**config.mk**
```make
export PLATFORM = sky130hd
export DESIGN_NAME = clk_div_multi
export DESIGN_NICKNAME = d
export VERILOG_FILES = /design/src/rtl/clk_div_pkg.sv /design/src/rtl/clk_div_chan.sv /design/src/rtl/clk_div_multi.sv
export SDC_FILE = /design/constraint.sdc
export NUM_CORES = 1
export LEC_CHECK = 0
export BUFFER_PORTS_ARGS = -buffer_cell sky130_fd_sc_hd__buf_2
export CORE_AREA = 2 2 157 121
export DETAILED_ROUTE_END_ITERATION = 10
export DIE_AREA = 0 0 159 123
export PLACE_DENSITY = 0.69
export SYNTH_ARGS = -nofsm -noshare
export SYNTH_HDL_FRONTEND = slang
export SYNTH_SLANG_ARGS = --single-unit
```
**constraint.sdc**
```tcl
create_clock -name clk -period 6.4 [get_ports clk]
set_input_delay 0.32 -clock clk [delete_from_list [all_inputs] [get_ports clk]]
set_output_delay 0.32 -clock clk [all_outputs]
set_load 0.03 [all_outputs]
```
**src/rtl/clk_div_pkg.sv**
```systemverilog
// ----------------------------------------------------------------------------
// clk_div_pkg
//   Shared constants for the stopwatch clock-enable generator.
//   - CNT_W      : default counter/divisor width
//   - CLK_HZ     : nominal system clock frequency
//   - DIV_100HZ  : divisor giving a 100 Hz enable from CLK_HZ
//   - DIV_1KHZ   : divisor giving a 1 kHz enable from CLK_HZ
//   - MAX_NCH    : largest channel count the write port can address
//   - WR_CH_W    : width of the write-port channel select
//   - clog2()    : ceiling log2 for sizing derived fields
// ----------------------------------------------------------------------------
package clk_div_pkg;

    localparam int CNT_W     = 20;
    localparam int CLK_HZ    = 100_000_000;
    localparam int DIV_100HZ = 1_000_000;
    localparam int DIV_1KHZ  = 100_000;
    localparam int MAX_NCH   = 8;
    localparam int WR_CH_W   = 3;

    // Ceiling log2; returns 0 for values of 0 or 1.
    function automatic int clog2(input int value);
        int result;
        result = 0;
        for (int i = 0; i < 32; i++) begin
            if ((64'd1 << result) < 64'(value)) begin
                result = result + 1;
            end
        end
        return result;
    endfunction

endpackage

```
**src/rtl/clk_div_chan.sv**
```systemverilog
// ----------------------------------------------------------------------------
// clk_div_chan
//   One divider channel: a free-running counter that wraps every div_act
//   cycles, a one-cycle tick at each wrap and a near-50% square wave.
//   The divisor is double-buffered (div_shadow -> div_act) and only swapped
//   at a wrap or a restart, so a period is never cut short.
//
// Ports
//   clk       in   1       system clock
//   reset     in   1       synchronous, active-high reset
//   en        in   1       count enable; when low everything holds, tick = 0
//   sync_clr  in   1       restart: counter -> 0, reload divisor
//   ld        in   1       load ld_div into the shadow divisor
//   ld_div    in   CNT_W   new divisor (caller guarantees non-zero)
//   tick      out  1       one-cycle pulse, high in the cycle cnt reads 0
//   slow_clk  out  1       high ceil(div/2) cycles, low floor(div/2) cycles
// ----------------------------------------------------------------------------
module clk_div_chan #(
    parameter int               CNT_W   = 20,
    parameter logic [CNT_W-1:0] DIV_RST = CNT_W'(1)
) (
    input  logic             clk,
    input  logic             reset,
    input  logic             en,
    input  logic             sync_clr,
    input  logic             ld,
    input  logic [CNT_W-1:0] ld_div,
    output logic             tick,
    output logic             slow_clk
);

    logic [CNT_W-1:0] cnt;
    logic [CNT_W-1:0] div_act;
    logic [CNT_W-1:0] div_shadow;

    logic             wrap;
    logic [CNT_W-1:0] div_src;
    logic [CNT_W-1:0] cnt_next;
    logic [CNT_W-1:0] div_act_next;
    logic [CNT_W-1:0] hi_len;
    logic             tick_next;
    logic             slow_next;

    // A write landing in the same cycle as a wrap/restart must take effect
    // at that boundary, so the incoming value bypasses the shadow register.
    assign div_src = ld ? ld_div : div_shadow;

    // div_act is never 0, so div_act - 1 cannot underflow.
    assign wrap = en && (cnt == div_act - CNT_W'(1));

    always_comb begin
        // NOTE: every signal gets a default first so no path infers a latch.
        cnt_next     = cnt;
        div_act_next = div_act;
        tick_next    = 1'b0;
        slow_next    = slow_clk;

        if (sync_clr) begin
            // Restart beats both enable and a coincident wrap: no tick.
            cnt_next     = '0;
            div_act_next = div_src;
        end else if (wrap) begin
            cnt_next     = '0;
            div_act_next = div_src;
            tick_next    = 1'b1;
        end else if (en) begin
            cnt_next = cnt + CNT_W'(1);
        end

        // (div + 1) >> 1 written so it cannot overflow at the maximum divisor.
        // Uses the divisor that will be active next cycle so the first phase
        // after a reload already has the new length.
        hi_len = (div_act_next >> 1) + {{(CNT_W-1){1'b0}}, div_act_next[0]};

        if (sync_clr) begin
            slow_next = 1'b1;
        end else if (en) begin
            slow_next = (cnt_next < hi_len);
        end
    end

    always_ff @(posedge clk) begin
        // NOTE: state is updated with non-blocking assignments so every
        // register in this block samples pre-edge values.
        if (reset) begin
            cnt        <= '0;
            div_act    <= DIV_RST;
            div_shadow <= DIV_RST;
            tick       <= 1'b0;
            slow_clk   <= 1'b1;
        end else begin
            cnt      <= cnt_next;
            div_act  <= div_act_next;
            tick     <= tick_next;
            slow_clk <= slow_next;
            if (ld) begin
                div_shadow <= ld_div;
            end
        end
    end

endmodule

```
**src/rtl/clk_div_multi.sv**
```systemverilog
// ----------------------------------------------------------------------------
// clk_div_multi
//   Multi-channel, run-time-programmable clock-enable generator for the
//   stopwatch. Each channel divides clk by its own divisor and produces a
//   one-cycle tick and a near-50% square wave. A single write port updates
//   one channel's pending divisor per cycle; the new value takes effect at
//   that channel's next wrap or restart.
//
// Parameters
//   NCH       number of independent channels (1..8)
//   CNT_W     counter/divisor width
//   DIV_INIT  packed reset divisors, channel 0 in the LSBs
//
// Ports
//   clk       in   1       system clock
//   reset     in   1       synchronous, active-high reset
//   en        in   NCH     per-channel count enable
//   sync_clr  in   NCH     per-channel restart
//   wr_en     in   1       divisor write strobe
//   wr_ch     in   3       target channel of the write
//   wr_div    in   CNT_W   new divisor (legal 1..2^CNT_W-1)
//   wr_ack    out  1       one-cycle pulse: write accepted
//   wr_err    out  1       one-cycle pulse: write rejected
//   tick      out  NCH     one-cycle enable pulse per channel period
//   slow_clk  out  NCH     square wave per channel
// ----------------------------------------------------------------------------
module clk_div_multi
    import clk_div_pkg::*;
#(
    parameter int                   NCH      = 2,
    parameter int                   CNT_W    = 20,
    parameter logic [NCH*CNT_W-1:0] DIV_INIT = {20'd100000, 20'd1000000}
) (
    input  logic               clk,
    input  logic               reset,
    input  logic [NCH-1:0]     en,
    input  logic [NCH-1:0]     sync_clr,
    input  logic               wr_en,
    input  logic [WR_CH_W-1:0] wr_ch,
    input  logic [CNT_W-1:0]   wr_div,
    output logic               wr_ack,
    output logic               wr_err,
    output logic [NCH-1:0]     tick,
    output logic [NCH-1:0]     slow_clk
);

    // Channel limit widened by one bit so NCH = 8 is representable.
    localparam logic [WR_CH_W:0] NCH_LIM = (WR_CH_W+1)'(NCH);

    logic           ch_ok;
    logic           wr_accept;
    logic [NCH-1:0] ld;

    // A write is legal only for an existing channel and a non-zero divisor;
    // anything else is rejected without touching channel state.
    assign ch_ok     = ({1'b0, wr_ch} < NCH_LIM);
    assign wr_accept = wr_en && ch_ok && (wr_div != '0);

    always_ff @(posedge clk) begin
        if (reset) begin
            wr_ack <= 1'b0;
            wr_err <= 1'b0;
        end else begin
            wr_ack <= wr_accept;
            wr_err <= wr_en && !wr_accept;
        end
    end

    for (genvar i = 0; i < NCH; i++) begin : g_chan
        assign ld[i] = wr_accept && (wr_ch == WR_CH_W'(i));

        clk_div_chan #(
            .CNT_W   (CNT_W),
            .DIV_RST (DIV_INIT[i*CNT_W +: CNT_W])
        ) u_chan (
            .clk      (clk),
            .reset    (reset),
            .en       (en[i]),
            .sync_clr (sync_clr[i]),
            .ld       (ld[i]),
            .ld_div   (wr_div),
            .tick     (tick[i]),
            .slow_clk (slow_clk[i])
        );
    end

endmodule
```
# Word level (Yosys, flattened, before mapping)
# Index checks and enable logic that the tools add are counted.
# W data, S select, Z words.
# word_totals
regBits	126
latchBits	0
ramBits	0
mem_bits_ro	0
input_bits	30
output_inout_bits	6
elab_cells	50
n_memories	0
# classes
n_addsub	6
mul	0
div	0
magnitude_cmp	3
n_eq_ne	3
n_shift	0
n_mux	14
bitwise	0
reduce_logical	12
# op_table
op	count
$mux W20	12
$add A19 B1 Y20	2
$add A20 B1 Y20 const B	2
$eq A20 B20 Y1	2
$lt A20 B20 Y1	2
$sub A20 B1 Y20 const B	2
$reduce_bool A20 Y1	1
$logic_and A1 B1 Y1	7
$reduce_or A2 Y1	2
$eq A3 B1 Y1 const B	1
$logic_not A3 Y1	1
$lt A3 B2 Y1 const B	1
$mux W1	2
$logic_not A1 Y1	1

# Longest topological paths before layout
# Gate-level depths: netlist of the first run.
# depth
ltp_word	9
ltp_mapped	33
mapped_depth_nobuf	29

# Modules after synthesis
# From an unflattened synthesis of the first run, not the netlist that was laid out.
# hier_totals
hier_cells	1141
area_unflattened_um2	9266.4
# modules_own_cells
mod	n_inst	cells_each	area_per_inst_um2	seq_area_each_um2
clk_div_chan at g_chan[1].u_chan	1	579	4688.2	1241.2
clk_div_chan at g_chan[0].u_chan	1	546	4458.0	1241.2
clk_div_multi	1	16	120.1	40.0

# Least setup slack after synthesis of the first run
# Ideal clock, no wire load.
# synth_timing
kind	reg-to-reg
start	reg g_chan[1].u_chan.div_act[2]
end	reg g_chan[1].u_chan.slow_clk
setup_time_ns	0.060
arrival_time_ns	6.316
t_required_ns	6.340
slack_ns	0.024
path_stages_with_launch	33
n_path_buf	6
period_less_slack_ns	6.376
cell_sequence	dfxtp_1 > buf_6 > or4_1 > buf_2 > or4_1 > clkbuf_2 > or4_4 > a2111oi_4 > nand4_2 > o21bai_4 > buf_6 > buf_2 > nor2_1 > a21oi_1 > ha_1 > buf_2 > nor3b_1 > mux2i_1 > nand2_1 > and2_2 > a21oi_1 > o31a_1 > ha_1 > a21oi_1 > nor2b_1 > o21ai_0 > nand2b_1 > a21oi_1 > nor2_1 > a2111o_1 > a2111oi_0 > o41ai_1 > nand2_1
# synth_between
elab_chain_cells	7
elab_cells_between_ends	9
classes_between	add/sub: 2; order compare: 1; eq/ne: 1; mux: 4; reduce/logical: 1
# synth_rtl
element	line	rtl
start: declaration	clk_div_chan.sv:33	logic [CNT_W-1:0] div_act;
start signal: assignment	clk_div_chan.sv:93	div_act <= div_act_next;
$sub A20 B1 Y20	clk_div_chan.sv:49	assign wrap = en && (cnt == div_act - CNT_W'(1));
$eq A20 B20 Y1	clk_div_chan.sv:49	
$logic_and A1 B1 Y1	clk_div_chan.sv:49	
$mux W20	clk_div_chan.sv:62	end else if (wrap) begin
$mux W20	clk_div_chan.sv:58	if (sync_clr) begin
net g_chan[1].u_chan.div_act_next[0]	clk_div_chan.sv:39	logic [CNT_W-1:0] div_act_next;
$add A19 B1 Y20	clk_div_chan.sv:73	hi_len = (div_act_next >> 1) + {{(CNT_W-1){1'b0}}, div_act_next[0]};
$lt A20 B20 Y1	clk_div_chan.sv:78	slow_next = (cnt_next < hi_len);
end signal: assignment	clk_div_chan.sv:95	slow_clk <= slow_next;
end: declaration	clk_div_chan.sv:29	output logic slow_clk
# The timed path passes the listed nets, and every way through them passes these cells.
# A chain may end at the register's enable or synchronous reset.

# Worst setup path in the final report of the first run
# layout_timing
start	reg g_chan[1].u_chan.div_act[5]
end	reg g_chan[1].u_chan.slow_clk
# Same word-level chain as after synthesis.

==> results of run 1 <==
-- per-stage QoR --
step	setup TNS (ns)	util	hold slack, ns	instances
4_1_cts	0	0.5478	0.1798	1375
3_3_place_gp	0	0.5121	0.4810	1339
2_1_floorplan	0	-	0.3961	1100
5_1_grt	0	0.5541	0.1997	1382
3_5_place_dp	-0.2332	0.5121	0.4915	1339
6_report	0	0.5542	0.1926	1383
-- timing repair --
action / in CTS / in global routing
setup endpoints to repair: 1 / 1
buffers inserted: 4 / 6
gates resized for setup: 7 / 14
pin swaps: 1 / 9
endpoints found under the hold margin: 0 / 0
-- final timing paths --
| kind | from | to | slack [ns] | cells after the start |
|---|---|---|---|---|
| min | wr_div[14] | g_chan[0].u_chan.div_shadow[14] | 0.19 | 3 |
| max reg2reg | g_chan[1].u_chan.div_act[5] | g_chan[1].u_chan.slow_clk | 0.28 | 27 |
| min reg2reg | g_chan[1].u_chan.div_shadow[18] | g_chan[1].u_chan.div_shadow[18] | 0.50 | 2 |
| max | g_chan[1].u_chan.div_act[5] | g_chan[1].u_chan.slow_clk | 0.28 | 27 |
-- area by class of cell --
cell class                      count  area, um2
Timing Repair Buffer               74      483.0
Antenna cell                        2      5.005
Clock inverter                     13      146.4
Fill cell                        1698       8059
Inverter                           15      56.30
Tap cell                          247      309.0
Clock buffer                       19      442.9
Sequential cell                   126       2522
Multi-Input combinational cell    887       6053
-- layout by cell type (no fill, tap or decap), types with 21 or more instances in the layout --
master	n
a21oi_1	21
buf_2	34
buf_4	39
dfxtp_1	126
ha_1	44
mux2i_1	59
nand2_1	77
nand2b_1	34
nand3_1	47
nand4_1	39
nor2_1	134
nor2b_1	24
nor3_1	56
o21ai_0	49
xnor2_1	62
xor2_1	62
-- routing by layer --
layer | GRT usage | vias to the layer above
met5 | 0 | -
li1 | - | 3948
met2 | 0.3386 | 243
met3 | 0.06172 | 21
met4 | 0.06250 | 2
met1 | 0.3721 | 3753
-- critical path: cells and delay by family, from the launching register on --
| family | cells | cell delay, ns |
|---|---|---|
| and+or+nand+nor | 11 | 2.68 |
| DFF | 1 | 0.31 |
| AOI/OAI and AO/OA | 9 | 1.87 |
| adders and majority gates | 2 | 0.47 |
| buffers and inverters | 2 | 0.22 |
| xor gates and xnor gates | 1 | 0.15 |
| muxes | 2 | 0.34 |
-- registers in the layout (all words and copies together), names as in the netlist --
name                      cells
g_chan.u_chan.cnt            40
g_chan.u_chan.div_act        40
g_chan.u_chan.div_shadow     40
g_chan.u_chan.slow_clk        2
g_chan.u_chan.tick            2
wr_ack                        1
wr_err                        1
-- where the power goes --
| group | internal, uW | leakage [uW] | switching (uW) |
|---|---|---|---|
| Sequential | 803 | 0.00102 | 22.4 |
| Clock | 616 | 0.000296 | 372 |
| Combinational | 93.0 | 0.00279 | 145 |
-- cells by family (layout without fill, tap and decap cells) --
kind of cell / count (synthesis) / in the layout / synth area share
AOI/OAI and AO/OA: 144 / 144 / 0.1118
xor gates and xnor gates: 124 / 124 / 0.1225
adders and majority gates: 46 / 46 / 0.06491
buffers and inverters: 87 / 121 / 0.04416
DFF: 126 / 126 / 0.2845
muxes: 70 / 70 / 0.08057
other: 0 / 2 / 0
and+or+nand+nor: 503 / 503 / 0.2917
==> summary.md, run 1 <==
| Metric | Value |
|---|---|
| Main flop type after synthesis | dfxtp_1 |
| Endpoints failing setup | 0 |
| # nets final | roughly 1,200 |
| Setup WS pre-CTS | -0.2332 ns |
| RePlAce Congestion | slightly below 1 |
| CTS sink cnt | between 100 and 150 |
| Cell area after synthesis | between 8000 and 9000 um2 |
| CTS Hold Bufs | 0 |
| Port Buffers | 35 |
| Finished Cell Area | 10,020 um2 |
| Die width | between 150 and 200 um |
| Clk buf depth | 2 |
| Total Routing Usage GR | 0.2444 |
| CTS H-tree depth | 4 |
| Initial drt markers | between 700 and 800 |
| Pwr dens | ~200 nW/um2 |
| Max-cap viol count | 0 |
| Pwr Total | 2051 uW |
| CTS tree | done |
| Initial antenna violation count | 3 |
| Post-synth ARST share | 0 |
| HPWL after DPL | between 15 and 20 mm |
| Hold Vio Cnt, Final | 0 |
| Worst IR Drop VDD | 0.1385 mV |
| CP dominant cell by count | or4_4 |
| Met2 WL | around 9.4 mm |
| Fmax | between 0.15 and 0.2 GHz |
| Status | finished, final reports clean |
| Kind of critical path | reg2reg |
| # DRC | 0 |
| Std-Cell Rows | 43 |
| Worst skew pair latency | ~0.43 ns |
| Clock skew | 0.008150 ns |
| Starting Density | 0.4905 |
| Nature of the critical path endpoint | flip-flop |
| Routed Antenna Nets | 0 |
| Main area contributors after synthesis | dfxtp_1 28%, mux2i_1 6.7%, ha_1 6.5% |
| Setup ws final | 0.2837 ns |
| Yosys warning count | 0 |
| Slowest cell delay on critical path | between 0.5 and 0.6 ns |
| Avg Inst Size Synth | a little over 8 um2 |
| Worst Path Arrival | about 6.5 ns |
| Top layer in use | met5 |
| Routed met3 length | 1.742 mm |
| WP data required | between 6 and 7 ns |
| Area leader, netlist | dfxtp_1 |
| Leak Pwr | between 0.004 and 0.005 uW |
| Detailed Routing Iterations Pass 1 | 6 |
| Grt ovf | 0 |
| Final period utilization | 0.9557 |
| Share of cells above drive strength 1 | 0.1376 |
| Startpoint Class | flip-flop |
| Worst Hold Class | in2reg |
| RSZ-0062 raised after global routing | no |
| Metal-1 WL | 12.25 mm |
| Fin crit period | 6.116 ns |
| Worst-path maximum fanout | 4 |
| Routed vias/inst | ~5.8 |
| Clock transition at path regs | around 0.06 ns |
| Final wirelength | approximately 24 mm |
| Most common library cells after synthesis | 134 x nor2_1, 126 x dfxtp_1, 78 x nand2_1 |
| Vias | 7,967 |
| Die area | roughly 20,000 um2 |
| Pins over their slew limit | 0 |
| #FFs+latches synth | between 100 and 150 |
| Layout area overhead | 12.98% |
| Yosys cell types | 76 |
| Ports | 36 |
| First-pass GRT wire length | around 38 mm |
| Sequential share of the synthesized area | 0.2845 |
| Root buf cell | clkbuf_16 |
| Synth top area share | 0.2845 |
| Wire per inst | 17.14 um |
| Total CTS buffers | 17 |
| Largest net degree at the start of global routing | 74 |
| CP max stage cell | or4_4 |
| Post-Syn Instances | around 1,100 |
| Worst relative slew slack | 0.4684 |
| Cell Area, Placed | 9258 um2 |
| Count leader, synth | nor2_1 |
| Die Height | 123 um |
| EDFF count, synth | 0 |
| Worst Tran Pin Value | ~0.80 ns |
| Core area | about 18,000 um2 |
| Vias in the first global route | slightly above 7,000 |
| Syn Nets | between 1,000 and 1,500 |
No activity file was read; power rests on OpenSTA's default activity.
==> inputs of run 2 (changes only) <==
--- a/config.mk
+++ b/config.mk
@@ -6,10 +6,10 @@
 export NUM_CORES = 1
 export LEC_CHECK = 0
 export BUFFER_PORTS_ARGS = -buffer_cell sky130_fd_sc_hd__buf_2
-export CORE_AREA = 2 2 157 121
+export CORE_AREA = 2 2 150 115
 export DETAILED_ROUTE_END_ITERATION = 10
-export DIE_AREA = 0 0 159 123
-export PLACE_DENSITY = 0.69
+export DIE_AREA = 0 0 152 117
+export PLACE_DENSITY = 0.74
 export SYNTH_ARGS = -nofsm -noshare
 export SYNTH_HDL_FRONTEND = slang
 export SYNTH_SLANG_ARGS = --single-unit
==> run 2 against run 1 <==
  * Cell count fell by 2.5%
  * Wire length down 0.72%
  * Critical path depth did not move
  * Highest routed layer is now met4
  * Sequential share of layout area increased by 0.27 points
  * Critical endpoint unchanged
  * Non-clock buffer count shrank 1
  * Global-route usage increased by 2.2 points
  * Register-to-register slack worse by 0.02 ns
  * Setup slack got worse by 0.023 ns
  * Critical path type unchanged
  * Combinational power shrank 2%
  * Sequential power hardly changed
  * Worst hold slack got worse by 0.013 ns
==> summary.md, run 2 (same netlist as run 1, synthesis figures left out) <==
| Metric | Value |
|---|---|
| Status | finished, final reports clean (unchanged) |
| CTS Hold Bufs | 0 (unchanged) |
| WP data required | 6.77 ns (about the same) |
| Clk buf depth | 2 (unchanged) |
| Vias in the first global route | 7,233 (was 7,157) |
| Startpoint Class | flip-flop (unchanged) |
| Die width | 152 um (was 159 um) |
| Ports | 36 (unchanged) |
| Worst Hold Class | in2reg (unchanged) |
| Initial drt markers | 778 (was 751) |
| Setup TNS | 0 ns (unchanged) |
| Worst skew pair latency | 0.43 ns (about the same) |
| Initial antenna violation count | 1 (was 3) |
| Most common cell after layout, fill and taps aside | nor2_1 (unchanged) |
| Die area | 17,780 um2 (was 19,560 um2) |
| Worst relative slew slack | 0.2794 (was 0.4684) |
| Pins over their slew limit | 0 (unchanged) |
| Vias | 7,988 (was 7,967) |
| Pwr Total | 2017 uW (was 2051 uW) |
| Multi-input logic area | 6026 um2 (was 6053 um2) |
| Grt ovf | 0 (unchanged) |
| Largest net degree at the start of global routing | 104 (was 74) |
| Hold Vio Cnt, Final | 0 (unchanged) |
| # nets final | 1,196 (was 1,197) |
| Seq. cell area | 2524 um2 (was 2522 um2) |
| HPWL after DPL | 17.27 mm (was 17.41 mm) |
| Most frequent cells in the layout | 134 x nor2_1, 125 x dfxtp_1, 78 x nand2_1 (was 134 x nor2_1, 126 x dfxtp_1, 77 x nand2_1) |
| CP max stage cell | or4_4 (unchanged) |
| Clock transition at path regs | 0.06 ns (about the same) |
| Setup WS pre-CTS | -0.09918 ns (was -0.2332 ns) |
| Total Routing Usage GR | 0.2667 (was 0.2444) |
| Worst-path maximum fanout | 6 (was 4) |
| RSZ-0062 raised after global routing | no (unchanged) |
| Fillers | 1,436 (was 1,698) |
| Std-Cell Rows | 41 (was 43) |
| Port Buffers | 35 (unchanged) |
| CTS H-tree depth | 4 (unchanged) |
| Starting Density | 0.5385 (was 0.4905) |
| Slowest cell delay on critical path | 0.57 ns (was 0.56 ns) |
| Root buf cell | clkbuf_16 (unchanged) |
| Clock skew | 0.007008 ns (was 0.008150 ns) |
| Worst Tran Pin Value | 1.081 ns (was 0.7973 ns) |
| Wire per inst | 17.44 um (was 17.14 um) |
| Die Height | 117 um (was 123 um) |
| Total CTS buffers | 17 (unchanged) |
| Worst Path Arrival | 6.51 ns (was 6.49 ns) |
| Fin crit period | 6.139 ns (was 6.116 ns) |
| Max-cap viol count | 0 (unchanged) |
| Final wirelength | 23.53 mm (was 23.70 mm) |
| Largest registers | g_chan.u_chan.cnt (40), g_chan.u_chan.div_act (40), g_chan.u_chan.div_shadow (40) (unchanged) |
| Routed Antenna Nets | 0 (unchanged) |
| Nature of the critical path endpoint | flip-flop (unchanged) |
| Finished Cell Area | 9917 um2 (was 10,020 um2) |
| Pwr dens | 203.4 nW/um2 (was 204.7 nW/um2) |
| CTS tree | done (unchanged) |
| Fmax | 0.1629 GHz (was 0.1635 GHz) |
| Core area | 16,470 um2 (was 18,080 um2) |
| Layout area overhead | 11.84% (was 12.98%) |
| Cell Area, Placed | 9190 um2 (was 9258 um2) |
| Routed vias/inst | 5.921 (was 5.761) |
| Endpoints failing setup | 0 (unchanged) |
| Setup ws final | 0.2606 ns (was 0.2837 ns) |
| Final period utilization | 0.9593 (was 0.9557) |
| First-pass GRT wire length | 37.80 mm (was 37.98 mm) |
| Worst IR Drop VDD | 0.1639 mV (was 0.1385 mV) |
| Detailed Routing Iterations Pass 1 | 5 (was 6) |
| Share of cells above drive strength 1 | 0.1324 (was 0.1376) |
| # DRC | 0 (unchanged) |
| CTS sink cnt | 126 (unchanged) |
| RePlAce Congestion | 0.9434 (was 0.9744) |
| Layout Utilization | 0.6022 (was 0.5542) |
| Kind of critical path | reg2reg (unchanged) |
| Leak Pwr | 0.004076 uW (was 0.004105 uW) |
## run 2: cell types whose count changed in the layout (fill, tap and decap cells not counted), sizes merged
cell	before	now
clkinv	9	6
bufinv	3	2
diode	2	1
clkbuf	19	21
buf	74	73
clkinvlp	1	3
## run 2: power by group
group / switching [uW] / leakage (uW) / internal [uW] / total [uW]
registers: 21.6 / 0.00102 / 803 / 824
logic: 143 / 0.00277 / 91.2 / 234
clock network: 369 / 0.000279 / 589 / 958
total: 534 / 0.00408 / 1480 / 2020
## run 2: layout make-up
cell class              instances  share of cell area
flip-flops and latches        126              0.2545
diodes                          1           0.0002523
inverters                      15            0.005678
well taps                     215             0.02713
repair buffers                 73             0.04668
multi-input cells             887              0.6076
clock inverters                11             0.01173
clock buffers                  21             0.04643
## run 2: repair_timing
item / CTS / global route
buffers inserted: 4 / 7
pin swaps: 5 / 7
resized for setup: 11 / 5
endpoints found under the setup margin: 1 / 1
## run 2: worst paths after layout
| check | start | end | slack (ns) | cells after the start |
|---|---|---|---|---|
| setup / recovery | g_chan[1].u_chan.div_act[6] | g_chan[1].u_chan.slow_clk | 0.26 | 27 |
| hold / removal | wr_en | wr_err | 0.18 | 3 |
| setup reg to reg | g_chan[1].u_chan.div_act[6] | g_chan[1].u_chan.slow_clk | 0.26 | 27 |
| hold reg to reg | g_chan[0].u_chan.div_shadow[19] | g_chan[0].u_chan.div_shadow[19] | 0.49 | 2 |
## run 2: per-stage QoR
stage                     hold WS (ns)  cells
after detailed placement        0.4842   1305
after global placement          0.4764   1305
after CTS                       0.1680   1341
after global routing            0.1823   1349
final                           0.1800   1349
after floorplan                 0.3961   1100
## run 2: routing by layer
metal	routed length, um	part of all wire	vias to the layer above	global-route usage
met5	0	0	-	0
li1	-	-	3932	-
met3	1767	0.075	25	0.06701
met1	11860	0.50	3762	0.3972
met2	9589	0.41	269	0.3823
met4	314	0.013	0	0.07040
## run 2: critical path, delay by kind of cell, from the launching register on
kind / cells / cell delay, ns
flip-flops: 1 / 0.34
AO/OA/AOI/OAI: 12 / 2.32
AND/OR/NAND/NOR: 12 / 2.82
multiplexers: 1 / 0.17
adder cells (fa/ha/maj): 2 / 0.41
